**src/rtl/seq_mult_pkg.sv**
```systemverilog
// rtl/seq_mult_pkg.sv - FSM state encoding and count-width helper for seq_mult
package seq_mult_pkg;

    localparam logic ST_IDLE = 1'b0;
    localparam logic ST_RUN  = 1'b1;

    function automatic int clog2(input int value);
        int r;
        r = 0;
        while ((1 << r) < value) r++;
        return r;
    endfunction

endpackage

```
**src/rtl/seq_mult_dp.sv**
```systemverilog
// rtl/seq_mult_dp.sv - shift-add datapath: operand magnitudes, accumulator, iteration count
// SEQ_MULT_EARLY_TERM_EN: also flag the last iteration once the remaining multiplier bits are zero
module seq_mult_dp
    import seq_mult_pkg::*;
#(
    parameter int WIDTH  = 5,
    parameter int SIGNED = 0
) (
    input  logic                 clk,
    input  logic                 rst,
    input  logic                 load,
    input  logic                 step,
    input  logic [WIDTH-1:0]     d1,
    input  logic [WIDTH-1:0]     d2,
    output logic                 last,
    output logic [2*WIDTH-1:0]   result
);

    localparam int PW = 2 * WIDTH;
    localparam int CW = (clog2(WIDTH) < 1) ? 1 : clog2(WIDTH);
    localparam logic [CW-1:0] LAST_COUNT = CW'(WIDTH - 1);

    logic [PW-1:0]    acc;
    logic [PW-1:0]    mcand;
    logic [PW-1:0]    acc_next;
    logic [WIDTH-1:0] mplier;
    logic [WIDTH-1:0] mag1;
    logic [WIDTH-1:0] mag2;
    logic [CW-1:0]    count;
    logic             sign;
    logic             neg1;
    logic             neg2;

    // -2^(WIDTH-1) negates to itself, which read as unsigned is the correct magnitude
    assign neg1 = (SIGNED != 0) && d1[WIDTH-1];
    assign neg2 = (SIGNED != 0) && d2[WIDTH-1];
    assign mag1 = neg1 ? -d1 : d1;
    assign mag2 = neg2 ? -d2 : d2;

    assign acc_next = acc + (mplier[0] ? mcand : '0);
    assign result   = sign ? -acc_next : acc_next;

`ifdef SEQ_MULT_EARLY_TERM_EN
    assign last = (count == LAST_COUNT) || (mplier[WIDTH-1:1] == '0);
`else
    assign last = (count == LAST_COUNT);
`endif

    always_ff @(posedge clk or posedge rst) begin
        if (rst) begin
            acc    <= '0;
            mcand  <= '0;
            mplier <= '0;
            count  <= '0;
            sign   <= 1'b0;
        end else if (load) begin
            acc    <= '0;
            mcand  <= {{WIDTH{1'b0}}, mag1};
            mplier <= mag2;
            count  <= '0;
            sign   <= neg1 ^ neg2;
        end else if (step) begin
            acc    <= acc_next;
            mcand  <= mcand << 1;
            mplier <= mplier >> 1;
            count  <= count + 1'b1;
        end
    end

endmodule

```
**src/rtl/seq_mult.sv**
```systemverilog
// rtl/seq_mult.sv - sequential shift-add multiplier, control FSM and result register
// Optional SEQ_MULT_EARLY_TERM_EN (see seq_mult_dp) shortens latency for small multipliers
module seq_mult
    import seq_mult_pkg::*;
#(
    parameter int WIDTH  = 5,
    parameter int SIGNED = 0
) (
    input  logic                 clk,
    input  logic                 rst,
    input  logic                 start,
    input  logic [WIDTH-1:0]     D1,
    input  logic [WIDTH-1:0]     D2,
    output logic                 busy,
    output logic                 done,
    output logic [2*WIDTH-1:0]   out
);

    logic               state;
    logic               load;
    logic               step;
    logic               last;
    logic               finish;
    logic [2*WIDTH-1:0] result;

    assign busy   = (state == ST_RUN);
    assign load   = (state == ST_IDLE) && start;
    assign step   = (state == ST_RUN);
    assign finish = step && last;

    seq_mult_dp #(
        .WIDTH  (WIDTH),
        .SIGNED (SIGNED)
    ) u_dp (
        .clk    (clk),
        .rst    (rst),
        .load   (load),
        .step   (step),
        .d1     (D1),
        .d2     (D2),
        .last   (last),
        .result (result)
    );

    always_ff @(posedge clk or posedge rst) begin
        if (rst) begin
            state <= ST_IDLE;
            done  <= 1'b0;
            out   <= '0;
        end else begin
            done <= finish;
            if (load) begin
                state <= ST_RUN;
            end else if (finish) begin
                state <= ST_IDLE;
            end
            if (finish) begin
                out <= result;
            end
        end
    end

endmodule
```
**config.mk**
```make
export PLATFORM = sky130hd
export DESIGN_NAME = seq_mult
export DESIGN_NICKNAME = d
export VERILOG_FILES = /design/src/rtl/seq_mult_pkg.sv /design/src/rtl/seq_mult_dp.sv /design/src/rtl/seq_mult.sv
export SDC_FILE = /design/constraint.sdc
export NUM_CORES = 1
export LEC_CHECK = 0
export CORE_MARGIN = 4
export CORE_UTILIZATION = 35
export DETAILED_ROUTE_END_ITERATION = 10
export GPL_ROUTABILITY_DRIVEN = 0
export GPL_TIMING_DRIVEN = 0
export MAX_ROUTING_LAYER = met4
export SYNTH_ARGS = -nofsm -noshare
export SYNTH_HDL_FRONTEND = slang
export SYNTH_SLANG_ARGS = --single-unit
```
**constraint.sdc**
```tcl
create_clock -name clk -period 2.1 [get_ports clk]
set_input_delay 0.21 -clock clk [delete_from_list [all_inputs] [get_ports clk]]
set_output_delay 0.21 -clock clk [all_outputs]
set_load 0.02 [all_outputs]
```
==> results of run 1 <==
==> worst register-to-register path: cells and delay by family, from the launching register on <==
family,cells,cell delay (ns)
adder cells (fa/ha/maj),2,0.48
AND/OR/NAND/NOR,2,0.35
buffers and inverters,1,0.05
flip-flops,1,0.38
AO/OA/AOI/OAI,3,0.37
XOR/XNOR,1,0.21
==> what timing repair did <==
item,4_1_cts,5_1_grt
resized for setup,2,11
buffers inserted,1,2
endpoints found under the setup margin,8,7
pin swaps,0,6
==> worst max path at each step <==
| stage | start | to | slack [ns] | depth (start not counted) |
|---|---|---|---|---|
| floorplan | u_dp.mplier[0] | out[8] | 0.04 | 10 |
| global placement | u_dp.mplier[0] | out[8] | -0.32 | 10 |
| detailed placement | u_dp.mplier[0] | u_dp.acc[8] | -0.32 | 10 |
| CTS | u_dp.mplier[0] | u_dp.acc[8] | 0.02 | 9 |
| global route | u_dp.mplier[0] | u_dp.acc[8] | -0.01 | 8 |
| finish | u_dp.mcand[0] | u_dp.acc[8] | 0.13 | 9 |
==> stage by stage <==
step / area (µm²) / instances / worst slack, ns / setup TNS [ns]
5_1_grt: 2580 / 309 / -0.0105 / -0.0209
6_report: 2580 / 309 / 0.128 / 0
2_1_floorplan: 2060 / 203 / 0.0369 / 0
3_5_place_dp: 2390 / 299 / -0.322 / -1.62
3_3_place_gp: 2390 / 299 / -0.323 / -1.55
4_1_cts: 2510 / 307 / 0.0236 / 0
==> logic make-up after synthesis <==
kind of cell             after synthesis
AND/OR/NAND/NOR                       60
multiplexers                          11
adder cells (fa/ha/maj)               12
XOR/XNOR                              10
flip-flops                            40
buffers and inverters                 17
AO/OA/AOI/OAI                         53
==> sequential cells by signal, indices dropped and copies added, names as in the netlist <==
| name | flops |
|---|---|
| u_dp.mplier | 5 |
| u_dp.acc | 10 |
| done | 1 |
| u_dp.count | 3 |
| busy | 1 |
| u_dp.mcand | 10 |
| out | 10 |
==> where the power goes <==
part | total (µW) | switching (µW) | internal (µW) | leakage (µW)
Clock | 623 | 270 | 353 | 0.0000552
Combinational | 1300 | 729 | 570 | 0.000569
Sequential | 1270 | 201 | 1070 | 0.000527
Total | 3200 | 1200 | 2000 | 0.00115
==> final cells by class <==
class,count,area (µm²)
plain buffers,8,60.1
clock buffers,6,72.6
clock inverters,2,35.0
fillers,564,3030
inverters,8,30.0
multi-input cells,146,1030
flip-flops and latches,40,1000
well taps,72,90.1
repair buffers,27,263
==> per-layer routing <==
metal | up-vias | GRT usage | part of all wire
met4 | 0 | 0.0432 | 0.011
li1 | 760 | - | -
met5 | - | - | 0
met3 | 5 | 0.0294 | 0.044
met2 | 26 | 0.194 | 0.47
met1 | 711 | 0.160 | 0.48
==> placed cells by master, fill, tap and decap left out, types with 4 or more instances in the layout <==
| master | n |
|---|---|
| ha_1 | 5 |
| nand3b_1 | 6 |
| o21ai_1 | 8 |
| clkbuf_8 | 7 |
| clkdlybuf4s50_1 | 24 |
| dfrtp_1 | 39 |
| nand2_1 | 30 |
| clkbuf_1 | 4 |
| nand2b_1 | 7 |
| nor2_1 | 5 |
| xor2_1 | 7 |
| mux2i_1 | 10 |
| and2_1 | 7 |
| o21ai_0 | 26 |
| inv_1 | 7 |
==> results.cfg, run 1 <==
[outcome]
status = complete, no violations

[sta]
tightest_slew_ns = 0.830
min_period_ns = 1.97
setup_viol = 0
hold_ws_ns = 0.394
slew_viol_final = 0
slew_headroom = 0.446
fmax_ghz = 0.507
hold_viol_final = 0
clock-skew-final_ns = 0.0119
period_share = 0.939

[critical_path]
setup.worst_path.end_class = flip-flop
worstPathCellList = and2_4 > ha_4 > inv_1 > fa_2 > nand2b_1 > a21oi_2 > a31oi_1 > xor2_1 > o21ai_1
required_ns = 2.27
cp_slowest_cell = dfrtp_1
arrival_ns = 2.14
worst-path-max-fanout = 3
worstSetupPathType = flip-flop to flip-flop
r2r_start = u_dp.mcand[0]
path_buf_inv = 1
rr_endpoint = u_dp.acc[8]
r2r_slack_ns = 0.13
cp-start-kind = flip-flop
cp_slowest_stage_delay_ns = 0.38
ff2ff_path_depth = 9
cp_top_family = adder cells

[synthesis]
muxShareOfSynthArea = 0.0540
synthTopCellsByCount = dfrtp_1 (40), nand2_1 (30), o21ai_0 (26)
synthAdderAreaFrac = 0.0764
synth_most_common_cell = dfrtp_1
async_reset_ff_frac = 1.00
synth_edf_count = 0
synth_compound_area_frac = 0.150
synth_simple_gate_area_frac = 0.146
synthFlopType = dfrtp_1
synth_fp_nets = 228
avgSynthCellArea_um2 = 10.2
synth_top_family_by_area = compound AO/OA/AOI/OAI gates
postSynthCellCount = 203
synth_area_um2 = 2060
synthDominantCellAreaShare = 0.485
ys_seq_area_frac = 0.485
synth_xor_area_frac = 0.0424
ys_warn_count = 0
synth.distinct_cells = 34
synth_area_leader_cell = dfrtp_1
ys_ff_latch = 40
synth.area.top_cells = dfrtp_1 (49%), ha_1 (6.7%), o21ai_0 (6.3%), nand2_1 (5.5%), mux2i_1 (4.9%)

[power_and_ir_drop]
power_leakage_uw = 0.00115
finalPower_uw = 3200
peakVddDrop_v = 0.000615
p_per_area_nw_per_um2 = 1240

[clock_network]
cts_root_buffer = clkbuf_8
clk_pin_slew_worst_paths_ns = 0.08
cts_htree_levels = 2
cts_buffers = 5
ctsHoldBuffers = 0
cts_tree = yes
clock_path_buffers = 2
clkSinkCount = 40
insertion_delay_ns = 0.30

[routing]
drc = 0
firstDrtPassIters = 4
drt_iter0_markers = 59
antenna_left = 0
wirelength_mm = 4.23
vias = 1502
vias_per_cell = 4.86
drt-wirelength-per-cell_um = 13.7

[die]
chipWidth_um = 84.8
num_io_pins = 25
dieArea_um2 = 7190
die_h_um = 84.8
core_um2 = 5610
initial_core_util = 0.368
rows = 27

[placement]
numPortBuffers = 24
dp_hpwl_mm = 3.08

[finish]
finish.utilization = 0.461
area_growth_pct = 25.2
fin_nets = 261
antennaDiodeCount = 0
drive_gt1_frac = 0.143

[flow_run]
max_cap_viol_count = 0

[global_routing]
grt_overflow = 0
first_global_vias = 1453
grt_start_max_net_pins = 41
grt_pass1_wl_mm = 6.89
grt_antenna_before_repair = 0
track_usage = 0.125

[hold_path]
hold_path_class = primary input to async pin
(Power assumes the default switching activity.)
==> run 2: changes to the inputs <==
Settings changed: REMOVE_ABC_BUFFERS set to 1.
==> run 2 against run 1 <==
Die area is the same. Sequential share of layout area grew 0.18 points. Register-to-register slack lost 0.04 ns. Sequential cell count is the same. Maximum frequency shrank 2.0%. Largest cell class unchanged. Critical endpoint unchanged. Largest power group is now registers. Combinational power shrank 10%. Global-route usage shrank 0.52 points.
==> results.cfg, run 2 (synthesis gave the netlist of run 1 again) <==
[sta]
slew_viol_final = 0
setup_viol = 0
min_period_ns = 2.01
fmax_ghz = 0.497
clock-skew-final_ns = 0.00900
hold_ws_ns = 0.393
period_share = 0.958
tightest_slew_ns = 1.09
rsz0062_at_grt = yes
hold_viol_final = 0
slew_headroom = 0.272

[finish]
top_regs = out: 10 flops, u_dp.acc: 10 flops, u_dp.mcand: 10 flops
final_common_cell = dfrtp_1
area_growth_pct = 24.7
antennaDiodeCount = 0
drive_gt1_frac = 0.145
mostFrequentLayoutCells = dfrtp_1 (38), nand2_1 (29), o21ai_0 (26)
fin_nets = 252

[critical_path]
r2r_start = u_dp.mplier[0]
path_buf_inv = 1
worst-path-max-fanout = 3
cp_slowest_cell = dfrtp_2
worstPathCellList = and2_1 > ha_4 > inv_1 > fa_2 > nand2b_4 > a21oi_4 > a31oi_1 > xor2_1 > o21ai_1
cp_top_family = adder cells
arrival_ns = 2.17
required_ns = 2.26
rr_endpoint = u_dp.acc[8]
cp_num_cells = 9
r2r_slack_ns = 0.09
cp-start-kind = flip-flop
setup.worst_path.end_class = flip-flop
ff2ff_path_depth = 9
worstSetupPathType = flip-flop to flip-flop
cp_slowest_stage_delay_ns = 0.38

[clock_network]
cts_root_buffer = clkbuf_8
cts_buffers = 5
clk_pin_slew_worst_paths_ns = 0.08
insertion_delay_ns = 0.29
cts_htree_levels = 2
clock_path_buffers = 2
cts_tree = yes
clkSinkCount = 40

[power_and_ir_drop]
sw_frac_of_total = 0.370
power_switching_uw = 1180
power_frac_clock = 0.208
intPower_uw = 2000
combPwrFrac = 0.368
p_per_area_nw_per_um2 = 1240
sequentialPowerShare = 0.424
power_leakage_uw = 0.00114
finalPower_uw = 3180
peakVddDrop_v = 0.000526

[global_routing]
grt_pass1_wl_mm = 6.76
grt_overflow = 0
grt_start_max_net_pins = 41
track_usage = 0.120
first_global_vias = 1438
grt_antenna_before_repair = 0

[die]
dieArea_um2 = 7190
num_io_pins = 25
rows = 27
chipWidth_um = 84.8
initial_core_util = 0.368
core_um2 = 5610
die_h_um = 84.8

[routing]
met3_wirelength_um = 177
antenna_left = 0
drt_iter0_markers = 39
vias_per_cell = 4.87
top_layer = met4
vias = 1460
firstDrtPassIters = 4
drt-wirelength-per-cell_um = 13.3
wirelength_mm = 4.00
wl_met2_mm = 1.81
drc = 0
wl_met1_mm = 1.94

[placement]
numPortBuffers = 24
dp_hpwl_mm = 2.58

[hold_path]
hold_path_class = primary input to async pin

[flow_run]
max_cap_viol_count = 0

[outcome]
status = complete, no violations
-- run 2: worst max-delay path by stage --
stage	to	slack, ns	from
floorplan	u_dp.acc[8]	0.14	u_dp.mplier[0]
global placement	u_dp.acc[8]	-0.26	u_dp.mplier[0]
detailed placement	u_dp.acc[8]	-0.28	u_dp.mplier[0]
CTS	u_dp.acc[7]	-0.004	u_dp.mplier[0]
global route	u_dp.acc[7]	-0.003	u_dp.mplier[0]
finish	u_dp.acc[8]	0.09	u_dp.mplier[0]
-- run 2: final cells by class --
class	count	area [µm²]
fill	551	3030
multi-input combinational	146	1070
sequential	40	1000
timing repair buffer	26	255
tap	72	90.1
clock buffer	6	82.6
clock inverter	2	38.8
inverter	8	30.0
-- run 2: what timing repair did --
| action | CTS | global route |
|---|---|---|
| buffers inserted | 2 | 0 |
| endpoints found under the setup margin | 8 | 7 |
| gates resized for setup | 6 | 14 |
| hold buffers | 0 | 0 |
| pin swaps | 3 | 7 |
| endpoints found under the hold margin | 0 | 0 |
-- run 2: power groups by stage --
| stage | logic (µW) | registers [µW] | clock network (µW) |
|---|---|---|---|
| 5_1_grt | 1320 | 1400 | 719 |
| 3_5_place_dp | 1090 | 1350 | 0 |
| 3_3_place_gp | 1060 | 1350 | 0 |
| 2_1_floorplan | 624 | 1390 | 0 |
| 6_report | 1170 | 1350 | 661 |
| 4_1_cts | 1120 | 1330 | 684 |
-- run 2: stage by stage --
stage / TNS, ns / instance area (µm²) / util / setup slack (ns) / cells
after floorplan: 0 / 2000 / - / 0.138 / 194
after global placement: -1.04 / 2330 / 0.415 / -0.256 / 290
after detailed placement: -1.25 / 2330 / 0.415 / -0.277 / 290
after CTS: -0.00353 / 2480 / 0.443 / -0.00353 / 300
after global routing: -0.00338 / 2570 / 0.459 / -0.00338 / 300
final: 0 / 2570 / 0.459 / 0.0883 / 300
-- run 2: worst register-to-register path, cell delays in order (launching register included) --
cell	delay [ns]
dfrtp_2	0.38
and2_1	0.16
ha_4	0.16
inv_1	0.05
fa_2	0.35
nand2b_4	0.17
a21oi_4	0.16
a31oi_1	0.11
xor2_1	0.25
o21ai_1	0.09
-- run 2: routing by layer --
layer	vias up	track usage
met5	-	-
met4	0	0.0475
met3	6	0.0236
met2	34	0.191
met1	673	0.149
li1	747	-
==> run 3: changes to the inputs <==
Settings changed: TNS_END_PERCENT set to 50.
==> results of run 3 <==
No change in the layout: final DEF, timing and power equal those of run 2.
